--- src/rtl/hamming_encoder_tx.sv ---
// Hamming(15,11) encoder with optional single-bit error injection, feeding an
// LSB-first framed serial transmitter through a one-word holding register.
module hamming_encoder_tx #(
    parameter int GAP_CYCLES = 0
) (
    input  logic        clk,
    input  logic        rst_n,
    input  logic        in_valid,
    output logic        in_ready,
    input  logic [10:0] in_data,
    input  logic        inj_en,
    input  logic [3:0]  inj_pos,
    output logic        tx_bit,
    output logic        tx_valid,
    output logic        tx_start,
    output logic        busy
);
    typedef enum logic [1:0] {ST_IDLE = 2'd0, ST_SHIFT = 2'd1, ST_GAP = 2'd2} state_t;

    localparam logic [3:0] LAST_BIT = 4'd14;
    localparam logic [3:0] GAP_LAST = (GAP_CYCLES > 0) ? 4'(GAP_CYCLES - 1) : 4'd0;
    localparam bit         GAP_NONE = (GAP_CYCLES == 0);

    // Bit placement matches the corrector: parity at indices 0,1,3,7.
    function automatic logic [14:0] hamming_encode(input logic [10:0] d);
        logic [14:0] c;
        c        = 15'd0;
        c[2]     = d[0];
        c[4]     = d[1];
        c[5]     = d[2];
        c[6]     = d[3];
        c[14:8]  = d[10:4];
        c[0]     = c[2] ^ c[4] ^ c[6] ^ c[8] ^ c[10] ^ c[12] ^ c[14];
        c[1]     = c[2] ^ c[5] ^ c[6] ^ c[9] ^ c[10] ^ c[13] ^ c[14];
        c[3]     = c[4] ^ c[5] ^ c[6] ^ c[11] ^ c[12] ^ c[13] ^ c[14];
        c[7]     = c[8] ^ c[9] ^ c[10] ^ c[11] ^ c[12] ^ c[13] ^ c[14];
        return c;
    endfunction

    function automatic logic [14:0] inject_error(input logic [14:0] cw, input logic en,
                                                 input logic [3:0] pos);
        logic [14:0] r;
        if (en && (pos != 4'd0)) begin
            r = cw ^ (15'd1 << (pos - 4'd1));
        end else begin
            r = cw;
        end
        return r;
    endfunction

    state_t      state_r, state_nxt_s;
    logic        hold_full_r, hold_full_nxt_s;
    logic [14:0] hold_data_r, hold_data_nxt_s;
    logic [14:0] shift_r, shift_nxt_s;
    logic [3:0]  bit_cnt_r, bit_cnt_nxt_s;
    logic [3:0]  gap_cnt_r, gap_cnt_nxt_s;
    logic        load_s, accept_s;
    logic        in_ready_r, tx_bit_r, tx_valid_r, tx_start_r, busy_r;
    logic        tx_bit_nxt_s, tx_valid_nxt_s, tx_start_nxt_s, busy_nxt_s;

    assign accept_s = in_valid && in_ready_r;

    // State, shifter, counters and holding register.
    always_ff @(posedge clk or negedge rst_n) begin
        if (!rst_n) begin
            state_r     <= ST_IDLE;
            hold_full_r <= 1'b0;
            hold_data_r <= 15'd0;
            shift_r     <= 15'd0;
            bit_cnt_r   <= 4'd0;
            gap_cnt_r   <= 4'd0;
        end else begin
            state_r     <= state_nxt_s;
            hold_full_r <= hold_full_nxt_s;
            hold_data_r <= hold_data_nxt_s;
            shift_r     <= shift_nxt_s;
            bit_cnt_r   <= bit_cnt_nxt_s;
            gap_cnt_r   <= gap_cnt_nxt_s;
        end
    end

    // Next-state logic; a frame end or gap end with a word waiting reloads without a bubble.
    always_comb begin
        state_nxt_s   = state_r;
        shift_nxt_s   = shift_r;
        bit_cnt_nxt_s = bit_cnt_r;
        gap_cnt_nxt_s = gap_cnt_r;
        load_s        = 1'b0;
        case (state_r)
            ST_IDLE: begin
                if (hold_full_r) begin
                    load_s = 1'b1;
                end else begin
                    state_nxt_s = ST_IDLE;
                end
            end
            ST_SHIFT: begin
                if (bit_cnt_r == LAST_BIT) begin
                    if (GAP_NONE) begin
                        if (hold_full_r) begin
                            load_s = 1'b1;
                        end else begin
                            state_nxt_s = ST_IDLE;
                        end
                    end else begin
                        state_nxt_s   = ST_GAP;
                        gap_cnt_nxt_s = 4'd0;
                    end
                end else begin
                    shift_nxt_s   = {1'b0, shift_r[14:1]};
                    bit_cnt_nxt_s = bit_cnt_r + 4'd1;
                end
            end
            ST_GAP: begin
                if (gap_cnt_r == GAP_LAST) begin
                    if (hold_full_r) begin
                        load_s = 1'b1;
                    end else begin
                        state_nxt_s = ST_IDLE;
                    end
                end else begin
                    gap_cnt_nxt_s = gap_cnt_r + 4'd1;
                end
            end
            default: begin
                state_nxt_s = ST_IDLE;
            end
        endcase
        if (load_s) begin
            state_nxt_s   = ST_SHIFT;
            shift_nxt_s   = hold_data_r;
            bit_cnt_nxt_s = 4'd0;
        end else begin
            bit_cnt_nxt_s = bit_cnt_nxt_s;
        end
    end

    // Holding register: a word accepted on a load edge replaces the one leaving.
    always_comb begin
        hold_full_nxt_s = hold_full_r;
        hold_data_nxt_s = hold_data_r;
        if (accept_s) begin
            hold_full_nxt_s = 1'b1;
            hold_data_nxt_s = inject_error(hamming_encode(in_data), inj_en, inj_pos);
        end else if (load_s) begin
            hold_full_nxt_s = 1'b0;
        end else begin
            hold_full_nxt_s = hold_full_r;
        end
    end

    // Output decode from next state so every output leaves a flop.
    always_comb begin
        tx_valid_nxt_s = (state_nxt_s == ST_SHIFT);
        tx_bit_nxt_s   = tx_valid_nxt_s & shift_nxt_s[0];
        tx_start_nxt_s = tx_valid_nxt_s && (bit_cnt_nxt_s == 4'd0);
        busy_nxt_s     = hold_full_nxt_s || (state_nxt_s != ST_IDLE);
    end

    // Output registers.
    always_ff @(posedge clk or negedge rst_n) begin
        if (!rst_n) begin
            in_ready_r <= 1'b0;
            tx_bit_r   <= 1'b0;
            tx_valid_r <= 1'b0;
            tx_start_r <= 1'b0;
            busy_r     <= 1'b0;
        end else begin
            in_ready_r <= !hold_full_nxt_s;
            tx_bit_r   <= tx_bit_nxt_s;
            tx_valid_r <= tx_valid_nxt_s;
            tx_start_r <= tx_start_nxt_s;
            busy_r     <= busy_nxt_s;
        end
    end

    assign in_ready = in_ready_r;
    assign tx_bit   = tx_bit_r;
    assign tx_valid = tx_valid_r;
    assign tx_start = tx_start_r;
    assign busy     = busy_r;

endmodule

--- config.mk ---
export PLATFORM = sky130hd
export DESIGN_NAME = hamming_encoder_tx
export DESIGN_NICKNAME = d
export VERILOG_FILES = /design/src/rtl/hamming_encoder_tx.sv
export SDC_FILE = /design/constraint.sdc
export NUM_CORES = 1
export LEC_CHECK = 0
export CAP_MARGIN = 25
export CORE_MARGIN = 5
export CORE_UTILIZATION = 45
export CTS_CLUSTER_SIZE = 28
export DETAILED_ROUTE_END_ITERATION = 10
export SLEW_MARGIN = 5
export SYNTH_ARGS = -nofsm -noshare
export SYNTH_HDL_FRONTEND = slang
export SYNTH_SLANG_ARGS = --single-unit
--- constraint.sdc ---
create_clock -name clk -period 2.8 [get_ports clk]
set_input_delay 0.28 -clock clk [delete_from_list [all_inputs] [get_ports clk]]
set_output_delay 0.28 -clock clk [all_outputs]
set_load 0.005 [all_outputs]
==> impl_metrics.yaml, run 1 <==
floorplanning:
  start_util_pct: 45.5
  core_area_mm2: 0.00582
  die_y_um: 86.7
  pin_count: 24
  die-area_mm2: 0.00751
  rows: 28
  die_x_um: 86.7
synthesis:
  synth_flop_cell: "dfrtp_1"
  synth_fp_nets: 300
  synth_area_mm2: 0.00265
  yosysSeqAreaShare_pct: 43.5
  ys_ff_latch: 46
  ys_types: 41
  synth.avg_cell_area_um2: 9.69
  yosys_warnings: 0
  netlist_instances: 273
  synth_edf_count: 0
  synthArstFlopShare_pct: 100
cells_and_area:
  synthToLayoutAreaGrowth_pct: 15.9
  seqCellArea_mm2: 0.00115
  drive_gt1_share_pct: 9.76
  final_util_pct: 52.7
  nets: 323
  n_fill_cell: 579
  multiInputGateArea_mm2: 0.00139
  diodes: 0
sta:
  fmax_mhz: 397
  post-route-min-period_ns: 2.52
  tns_ns: 0
  setup_violations: 0
  fin_skew_ns: 0.00988
  slew_headroom_pct: 58.9
  tightest_slew_ns: 0.617
  rsz0062_at_grt: "false"
  fin_crit_sh_pct: 89.9
  timing.final.hold_violations: 0
  slew_viol_final: 0
route:
  routedWlPerCell_um: 13.5
  routed_wl_um: 5010
  routed_via_density: 4.95
  ant_nets: 0
  drt_iter0_drc: 56
  vias: 1840
  drt_first_pass_iters: 4
  drcViolationCount: 0
global_route:
  grt_max_degree: 47
  grt_pass1_vias: 1763
  antenna_found_initial: 0
  grt-ovfl-total: 0
  grt_pass1_wl_um: 8460
  track_usage_pct: 14.3
min_path:
  min_path_type: "primary input to asynchronous set/reset pin"
clock_tree:
  cts_tree: "yes"
  cts_buffer_depth: 2
  numCtsBuffers: 5
  clkSinkCount: 46
  h-tree-depth: 2
  clk_pin_slew_worst_paths_ns: 0.09
  clock_latency_ns: 0.30
  cts-root-buf: "clkbuf_8"
  cts-resized-gates: 0
critical_path:
  critical_path_class: "flip-flop to flip-flop"
  critPathCaptureType: "flip-flop"
  critPathMaxFanout: 20
  critPathLaunchType: "flip-flop"
  arrival_ns: 2.69
  cp.required_ns: 2.98
placed_design:
  port_buffers: 23
  hpwl_um: 3790
  gp_congestion: 0.895
power:
  powerDensity_mw_per_mm2: 916
  p_leak_nw: 1.30
  worst_ir_drop_vdd_v: 0.000477
run:
  max-cap-violations: 0
status:
  status: "complete, no violations"
## cells in the final DEF (no fill, tap or decap), types with 4 or more instances in the layout
master           netlist  final
mux2_4                 8      8
o21ai_0               18     18
o21ai_1               10     10
inv_1                 10     10
a21oi_1               21     21
xnor2_1               32     32
ha_1                   8      8
clkdlybuf4s50_1        0     22
nand3_1                5      5
clkbuf_8               0      5
nand2b_1               5      5
nand2_1               22     22
dfrtp_1               46     46
and2_1                 4      4
nor2_1                31     31
xor2_1                 5      5
## routing by layer
| layer | part of all wire (%) | vias up | routed length (µm) | global-route usage, % |
|---|---|---|---|---|
| li1 | - | 964 | - | - |
| met1 | 53 | 843 | 2650 | 20.6 |
| met2 | 43 | 29 | 2140 | 21.0 |
| met3 | 3.0 | 4 | 150 | 3.04 |
| met4 | 1.3 | 0 | 65 | 5.10 |
| met5 | 0 | - | 0 | 0 |
## final timing paths
check	start	endpoint	slack, ns	cells past startpoint
worst min register to register	gap_cnt_r[3]	gap_cnt_r[3]	0.49	1
worst min-delay path	rst_n	busy	0.35	2
max in group asynchronous	rst_n	shift_r[0]	1.99	3
worst max-delay path	state_r[0]	shift_r[3]	0.28	7
min in group clk	gap_cnt_r[3]	gap_cnt_r[3]	0.49	1
worst max register to register	state_r[0]	shift_r[3]	0.28	7
## critical path: stages (launching register included)
cell and delay, ns:
dfrtp_1 0.55, inv_1 0.13, ha_1 0.28, and4b_1 0.30, o211a_1 0.16, or2_1 0.50, o21ai_0 0.18, mux2_1 0.30
## final cells by class
type / instances / area share (%)
clock buffers: 5 / 2.24
clock inverters: 3 / 1.43
inverters: 10 / 1.22
multi-input cells: 205 / 45.5
flip-flops and latches: 46 / 37.5
well taps: 75 / 3.06
repair buffers: 28 / 9.06
## power by group
part,total [mW],internal [mW],switching (mW)
registers,1.10,0.930,0.171
clock network,0.491,0.268,0.223
logic,1.22,0.606,0.609
## repair_timing
| action | in CTS | in global routing |
|---|---|---|
| endpoints found under the hold margin | 0 | 6 |
| buffers inserted | 0 | 0 |
| hold buffers | 0 | 1 |
## cell usage after synthesis, types with 4 or more instances
library cell / number / area share, %
a21oi_1: 21 / 4.0
and2_1: 4 / 0.95
clkbuf_1: 8 / 1.1
dfrtp_1: 46 / 44
ha_1: 8 / 3.8
inv_1: 10 / 1.4
mux2_4: 8 / 4.5
nand2_1: 22 / 3.1
nand2b_1: 5 / 1.2
nand3_1: 5 / 0.95
nor2_1: 31 / 4.4
o21ai_0: 18 / 3.4
o21ai_1: 10 / 1.9
xnor2_1: 32 / 11
xor2_1: 5 / 1.7
## registers in the layout (all words and copies together), names as in the netlist
register	cells
tx_bit	1
hold_data_r	15
busy	1
state_r	2
tx_start	1
gap_cnt_r	4
tx_valid	1
bit_cnt_r	4
shift_r	15
in_ready	1
hold_full_r	1
## logic make-up (layout without fill, tap and decap cells)
group                      after synthesis  after routing  share of synthesized area (%)
AOI/OAI and AO/OA                       59             59                           13.2
buffers and inverters                   22             46                           3.78
adders and majority gates                8              8                           3.78
and+or+nand+nor                         84             84                           15.2
muxes                                   17             17                           8.23
xor gates and xnor gates                37             37                           12.3
DFF                                     46             46                           43.5
## per-stage QoR
stage	cell area, µm²	hold slack, ns	cells	total power [mW]	setup slack, ns
after floorplan	2650	-0.0156	273	2.04	0.658
after global placement	2920	0.475	362	2.32	0.351
after detailed placement	2920	0.478	362	2.34	0.310
after CTS	3040	0.181	370	2.84	0.261
after global routing	3070	0.351	372	3.04	0.0839
final	3070	0.348	372	2.81	0.282
No activity file was read; power rests on OpenSTA's default activity.
==> inputs of run 2 (changes only) <==
--- a/config.mk
+++ b/config.mk
@@ -5,7 +5,8 @@
 export SDC_FILE = /design/constraint.sdc
 export NUM_CORES = 1
 export LEC_CHECK = 0
-export CAP_MARGIN = 25
+export CAP_MARGIN = 5
+export CORE_ASPECT_RATIO = 1.5
 export CORE_MARGIN = 5
 export CORE_UTILIZATION = 45
 export CTS_CLUSTER_SIZE = 28
==> impl_metrics.yaml, run 2 (same netlist as run 1, synthesis figures left out) <==
status:
  status: "complete, no violations"
power:
  p_int_mw: 1.75
  switchingPower_mw: 1.00
  clock_power_share_pct: 15.5
  p_comb_share_pct: 45.0
  worst_ir_drop_vdd_v: 0.000411
  p_leak_nw: 1.29
  swShare_pct: 36.4
  sequentialPowerShare_pct: 39.6
  powerDensity_mw_per_mm2: 909
global_route:
  grt_pass1_vias: 1958
  grt-ovfl-total: 0
  track_usage_pct: 14.9
  antenna_found_initial: 0
  grt_pass1_wl_um: 9040
  grt_max_degree: 47
sta:
  setup_violations: 0
  fin_crit_sh_pct: 84.4
  tns_ns: 0
  slew_headroom_pct: 32.5
  post-route-min-period_ns: 2.36
  holdWs_ns: 0.153
  fmax_mhz: 423
  tightest_slew_ns: 1.01
  rsz0062_at_grt: "false"
  fin_skew_ns: 0.0107
  timing.final.hold_violations: 0
  slew_viol_final: 0
clock_tree:
  clkSinkCount: 46
  h-tree-depth: 2
  cts_tree: "yes"
  cts_buffer_depth: 2
  numCtsBuffers: 5
  clock_latency_ns: 0.30
  post_cts_buffers: 0
  clk_pin_slew_worst_paths_ns: 0.09
  cts-root-buf: "clkbuf_8"
cells_and_area:
  diodes: 0
  final_util_pct: 52.8
  mostFrequentLayoutCells: "dfrtp_1 (46), xnor2_1 (32), nor2_1 (31)"
  nets: 323
  final_common_cell: "dfrtp_1"
  top_regs: "hold_data_r x15, shift_r x15"
  drive_gt1_share_pct: 10.4
  synthToLayoutAreaGrowth_pct: 14.6
route:
  drcViolationCount: 0
  routed_via_density: 5.16
  drt_first_pass_iters: 4
  ant_nets: 0
  vias: 1905
  routedWlPerCell_um: 13.6
  drt_iter0_drc: 122
  routed_wl_um: 5030
placed_design:
  gp_congestion: 0.889
  hpwl_um: 3810
  port_buffers: 23
floorplanning:
  core_area_mm2: 0.00574
  pin_count: 24
  die_x_um: 72.6
  rows: 34
  die-area_mm2: 0.00754
  die_y_um: 104
  start_util_pct: 46.1
critical_path:
  cp.required_ns: 3.00
  cp_cell_sequence: "inv_1, ha_1, and4bb_1, o21ai_1, a21boi_2, o211ai_4, buf_4, mux2_2"
  slowest_stage: "dfrtp_1"
  critPathLaunchType: "flip-flop"
  critical_path_class: "flip-flop to flip-flop"
  arrival_ns: 2.56
  cpLargestDelayFamily: "flip-flops"
  critPathMaxFanout: 13
  worst-path-buf-inv: 2
  slowest_delay_ns: 0.54
  critPathCaptureType: "flip-flop"
run:
  max-cap-violations: 0
min_path:
  min_path_type: "primary input to asynchronous set/reset pin"
run 2: changes by cell type in the layout (fill, tap and decap cells not counted):
cell	change
or2_2	+1
clkinvlp_4	+1
buf_12	-1
bufinv_16	-1
buf_4	+2
clkbuf_8	+1
inv_6	-1
or2_1	-1
dlygate4sd3_1	-1
run 2: layer usage:
metal / vias to the layer above / GRT usage (%) / wire (µm)
li1: 972 / - / -
met1: 882 / 19.3 / 2250
met2: 41 / 24.2 / 2430
met3: 10 / 2.61 / 219
met4: 0 / 6.33 / 131
met5: - / 0 / 0
run 2: what timing repair did:
action | in CTS | in global routing
setup endpoints to repair | 0 | 1
gates resized for setup | 0 | 1
hold buffers | 0 | 0
run 2: path summary, 6_finish.rpt:
check                        startpoint               to  slack (ns)  cells after the start
max                          state_r[0]       shift_r[1]        0.44                      8
max in group asynchronous         rst_n  hold_data_r[12]        2.03                      1
max reg2reg                  state_r[0]       shift_r[1]        0.44                      8
min reg2reg                gap_cnt_r[3]     gap_cnt_r[3]        0.49                      1
min                               rst_n         tx_valid        0.15                      1
min in group clk           gap_cnt_r[3]     gap_cnt_r[3]        0.49                      1
run 2: layout make-up:
cell class / instances / area (µm²)
Clock buffer: 6 / 82.6
Clock inverter: 2 / 12.5
Fill cell: 563 / 2710
Inverter: 10 / 37.5
Multi-Input combinational cell: 205 / 1390
Sequential cell: 46 / 1150
Tap cell: 72 / 90.1
Timing Repair Buffer: 28 / 263
run 2: worst register-to-register path: stages (launching register included):
cell and delay (ns):
dfrtp_1 0.54, inv_1 0.13, ha_1 0.29, and4bb_1 0.23, o21ai_1 0.17, a21boi_2 0.12, o211ai_4 0.16, buf_4 0.26
mux2_2 0.37
run 2: per-stage QoR:
step	setup slack, ns	power (mW)	instance area [µm²]	std cells
floorplan	0.658	2.04	2650	273
global placement	0.367	2.33	2940	361
detailed placement	0.274	2.36	2940	361
CTS	0.260	2.79	3030	369
global route	0.257	3.00	3030	369
finish	0.437	2.76	3030	369
run 2: power groups by stage:
stage	registers (mW)	logic, mW	clock network (mW)
after floorplan	1.06	0.977	0
after global placement	1.10	1.23	0
after detailed placement	1.10	1.25	0
after CTS	1.09	1.26	0.439
after global routing	1.13	1.41	0.464
final	1.09	1.24	0.426
==> inputs of run 3 (changes only) <==
--- a/config.mk
+++ b/config.mk
@@ -11,6 +11,7 @@
 export CORE_UTILIZATION = 45
 export CTS_CLUSTER_SIZE = 28
 export DETAILED_ROUTE_END_ITERATION = 10
+export PLACE_DENSITY = 0.67
 export SLEW_MARGIN = 5
 export SYNTH_ARGS = -nofsm -noshare
 export SYNTH_HDL_FRONTEND = slang
==> constraint.sdc (replaced) <==
create_clock -name clk -period 1.94 [get_ports clk]
set_input_delay 0.194 -clock clk [delete_from_list [all_inputs] [get_ports clk]]
set_output_delay 0.194 -clock clk [all_outputs]
set_load 0.005 [all_outputs]
==> impl_metrics.yaml, run 3 (same netlist as run 1, synthesis figures left out) <==
cells_and_area:
  n_fill_cell: 528
  final_common_cell: "dfrtp_1"
  synthToLayoutAreaGrowth_pct: 28.5
  mostFrequentLayoutCells: "dfrtp_1 (44), xnor2_1 (32), nor2_1 (31), buf_4 (31), clkdlybuf4s50_1 (22)"
  drive_gt1_share_pct: 23.5
  top_regs: "hold_data_r x15, shift_r x15"
  nets: 353
  diodes: 0
route:
  routed_via_density: 5.03
  ant_nets: 0
  vias: 2007
  drcViolationCount: 0
  routedWlPerCell_um: 13.7
  drt_iter0_drc: 83
  routed_wl_um: 5470
  drt_first_pass_iters: 4
critical_path:
  r2r-start: "state_r[0]"
  critPathMaxFanout: 8
  reg2regPathDepth: 7
  slowest_delay_ns: 0.43
  critPathLaunchType: "flip-flop"
  critPathCaptureType: "flip-flop"
  arrival_ns: 2.16
  critical_path_class: "flip-flop to flip-flop"
  cp.required_ns: 2.12
  crit_end: "tx_start"
  worstReg2RegEnd: "tx_start"
  reg2reg_slack_ns: -0.04
  cp_cell_sequence: "buf_4, buf_4, ha_2, o31ai_1, a31oi_2, and3_1, a31o_2"
  crit_top_cell: "buf_4"
  slowest_stage: "dfrtp_2"
  crit_start: "state_r[0]"
clock_tree:
  h-tree-depth: 2
  clock_latency_ns: 0.30
  clkSinkCount: 46
  cts_tree: "yes"
  numCtsBuffers: 5
  cts-root-buf: "clkbuf_8"
  cts_buffer_depth: 2
  clk_pin_slew_worst_paths_ns: 0.08
global_route:
  grt_max_degree: 33
  grt_pass1_wl_um: 9280
  antenna_found_initial: 0
  grt_pass1_vias: 2052
  track_usage_pct: 15.3
  grt-ovfl-total: 0
power:
  power_mw: 4.63
  powerDensity_mw_per_mm2: 1360
  worst_ir_drop_vdd_v: 0.000552
  p_leak_nw: 1.46
sta:
  post-route-min-period_ns: 1.98
  timing.final.hold_violations: 0
  slew_viol_final: 0
  setup_violations: 7
  fmax_mhz: 505
  tightest_slew_ns: 0.363
  setup_slack_ns: -0.0390
  slew_headroom_pct: 75.7
  tns_ns: -0.183
  fin_skew_ns: 0.0115
  holdWs_ns: 0.274
  fin_crit_sh_pct: 102
  rsz0062_at_grt: "true"
placed_design:
  gp_congestion: 0.813
  hpwl_um: 4340
  port_buffers: 23
min_path:
  min_path_type: "primary input to asynchronous set/reset pin"
floorplanning:
  start_util_pct: 46.1
  rows: 34
  pin_count: 24
  die_x_um: 72.6
  die-area_mm2: 0.00754
  core_area_mm2: 0.00574
  die_y_um: 104
status:
  status: "finished with violations"
  violations: "setup timing"
run:
  max-cap-violations: 0
[run 3: cell count changes in the layout (fill, tap and decap cells not counted), moves of 3 or more]
cell / previous run / this run
o21ai_0: 18 / 11
mux2_4: 8 / 13
mux2_1: 3 / 0
ha_1: 8 / 4
o21ai_1: 10 / 15
buf_4: 5 / 31
[run 3: area by class of cell]
type | count | area [µm²] | area share (%)
Clock buffer | 7 | 76.3 | 2.25
Clock inverter | 1 | 30.0 | 0.883
Inverter | 10 | 40.0 | 1.18
Multi-Input combinational cell | 205 | 1480 | 43.4
Sequential cell | 46 | 1150 | 33.9
Tap cell | 72 | 90.1 | 2.65
Timing Repair Buffer | 58 | 533 | 15.7
[run 3: power breakdown]
group	switching, mW	internal, mW	leakage, nW
Combinational	1.07	1.32	0.848
Sequential	0.211	1.35	0.559
Clock	0.297	0.385	0.0524
[run 3: worst min path at each step]
stage | start | cells after the start | endpoint | slack [ns]
floorplan | rst_n | 0 | bit_cnt_r[0] | -0.10
global route | rst_n | 2 | hold_data_r[14] | 0.31
finish | rst_n | 2 | hold_data_r[14] | 0.27
global placement | rst_n | 1 | in_ready | 0.05
detailed placement | rst_n | 1 | hold_data_r[14] | 0.05
CTS | rst_n | 2 | hold_data_r[14] | 0.27
[run 3: what timing repair did]
action,4_1_cts,5_1_grt
gates resized for setup,5,20
setup buffers,2,1
cloned,0,1
hold buffers,1,0
endpoints found under the hold margin,12,0
pin swaps,2,5
endpoints found under the setup margin,19,18
[run 3: critical path: cells and delay by family, from the launching register on]
family / cells / cell delay, ns
compound gates: 3 / 0.66
flops: 1 / 0.43
buf+inv: 2 / 0.30
fa+ha+maj: 1 / 0.24
simple gates: 1 / 0.22
[run 3: routing by layer]
layer	GRT usage (%)	vias up	routed length [µm]
met5	0	-	0
li1	-	1030	-
met1	18.2	938	2270
met2	26.9	29	2950
met4	6.46	0	136
met3	2.13	10	116
[run 3: metrics by stage]
stage               setup WS, ns  utilization [%]  instances  instance area [µm²]
finish                   -0.0390             59.2        399                 3400
global route              -0.110             59.2        399                 3400
CTS                     -0.00930             57.7        397                 3310
detailed placement        -0.209             55.0        386                 3160
global placement          -0.186             55.0        386                 3160
floorplan                -0.0494                -        273                 2670
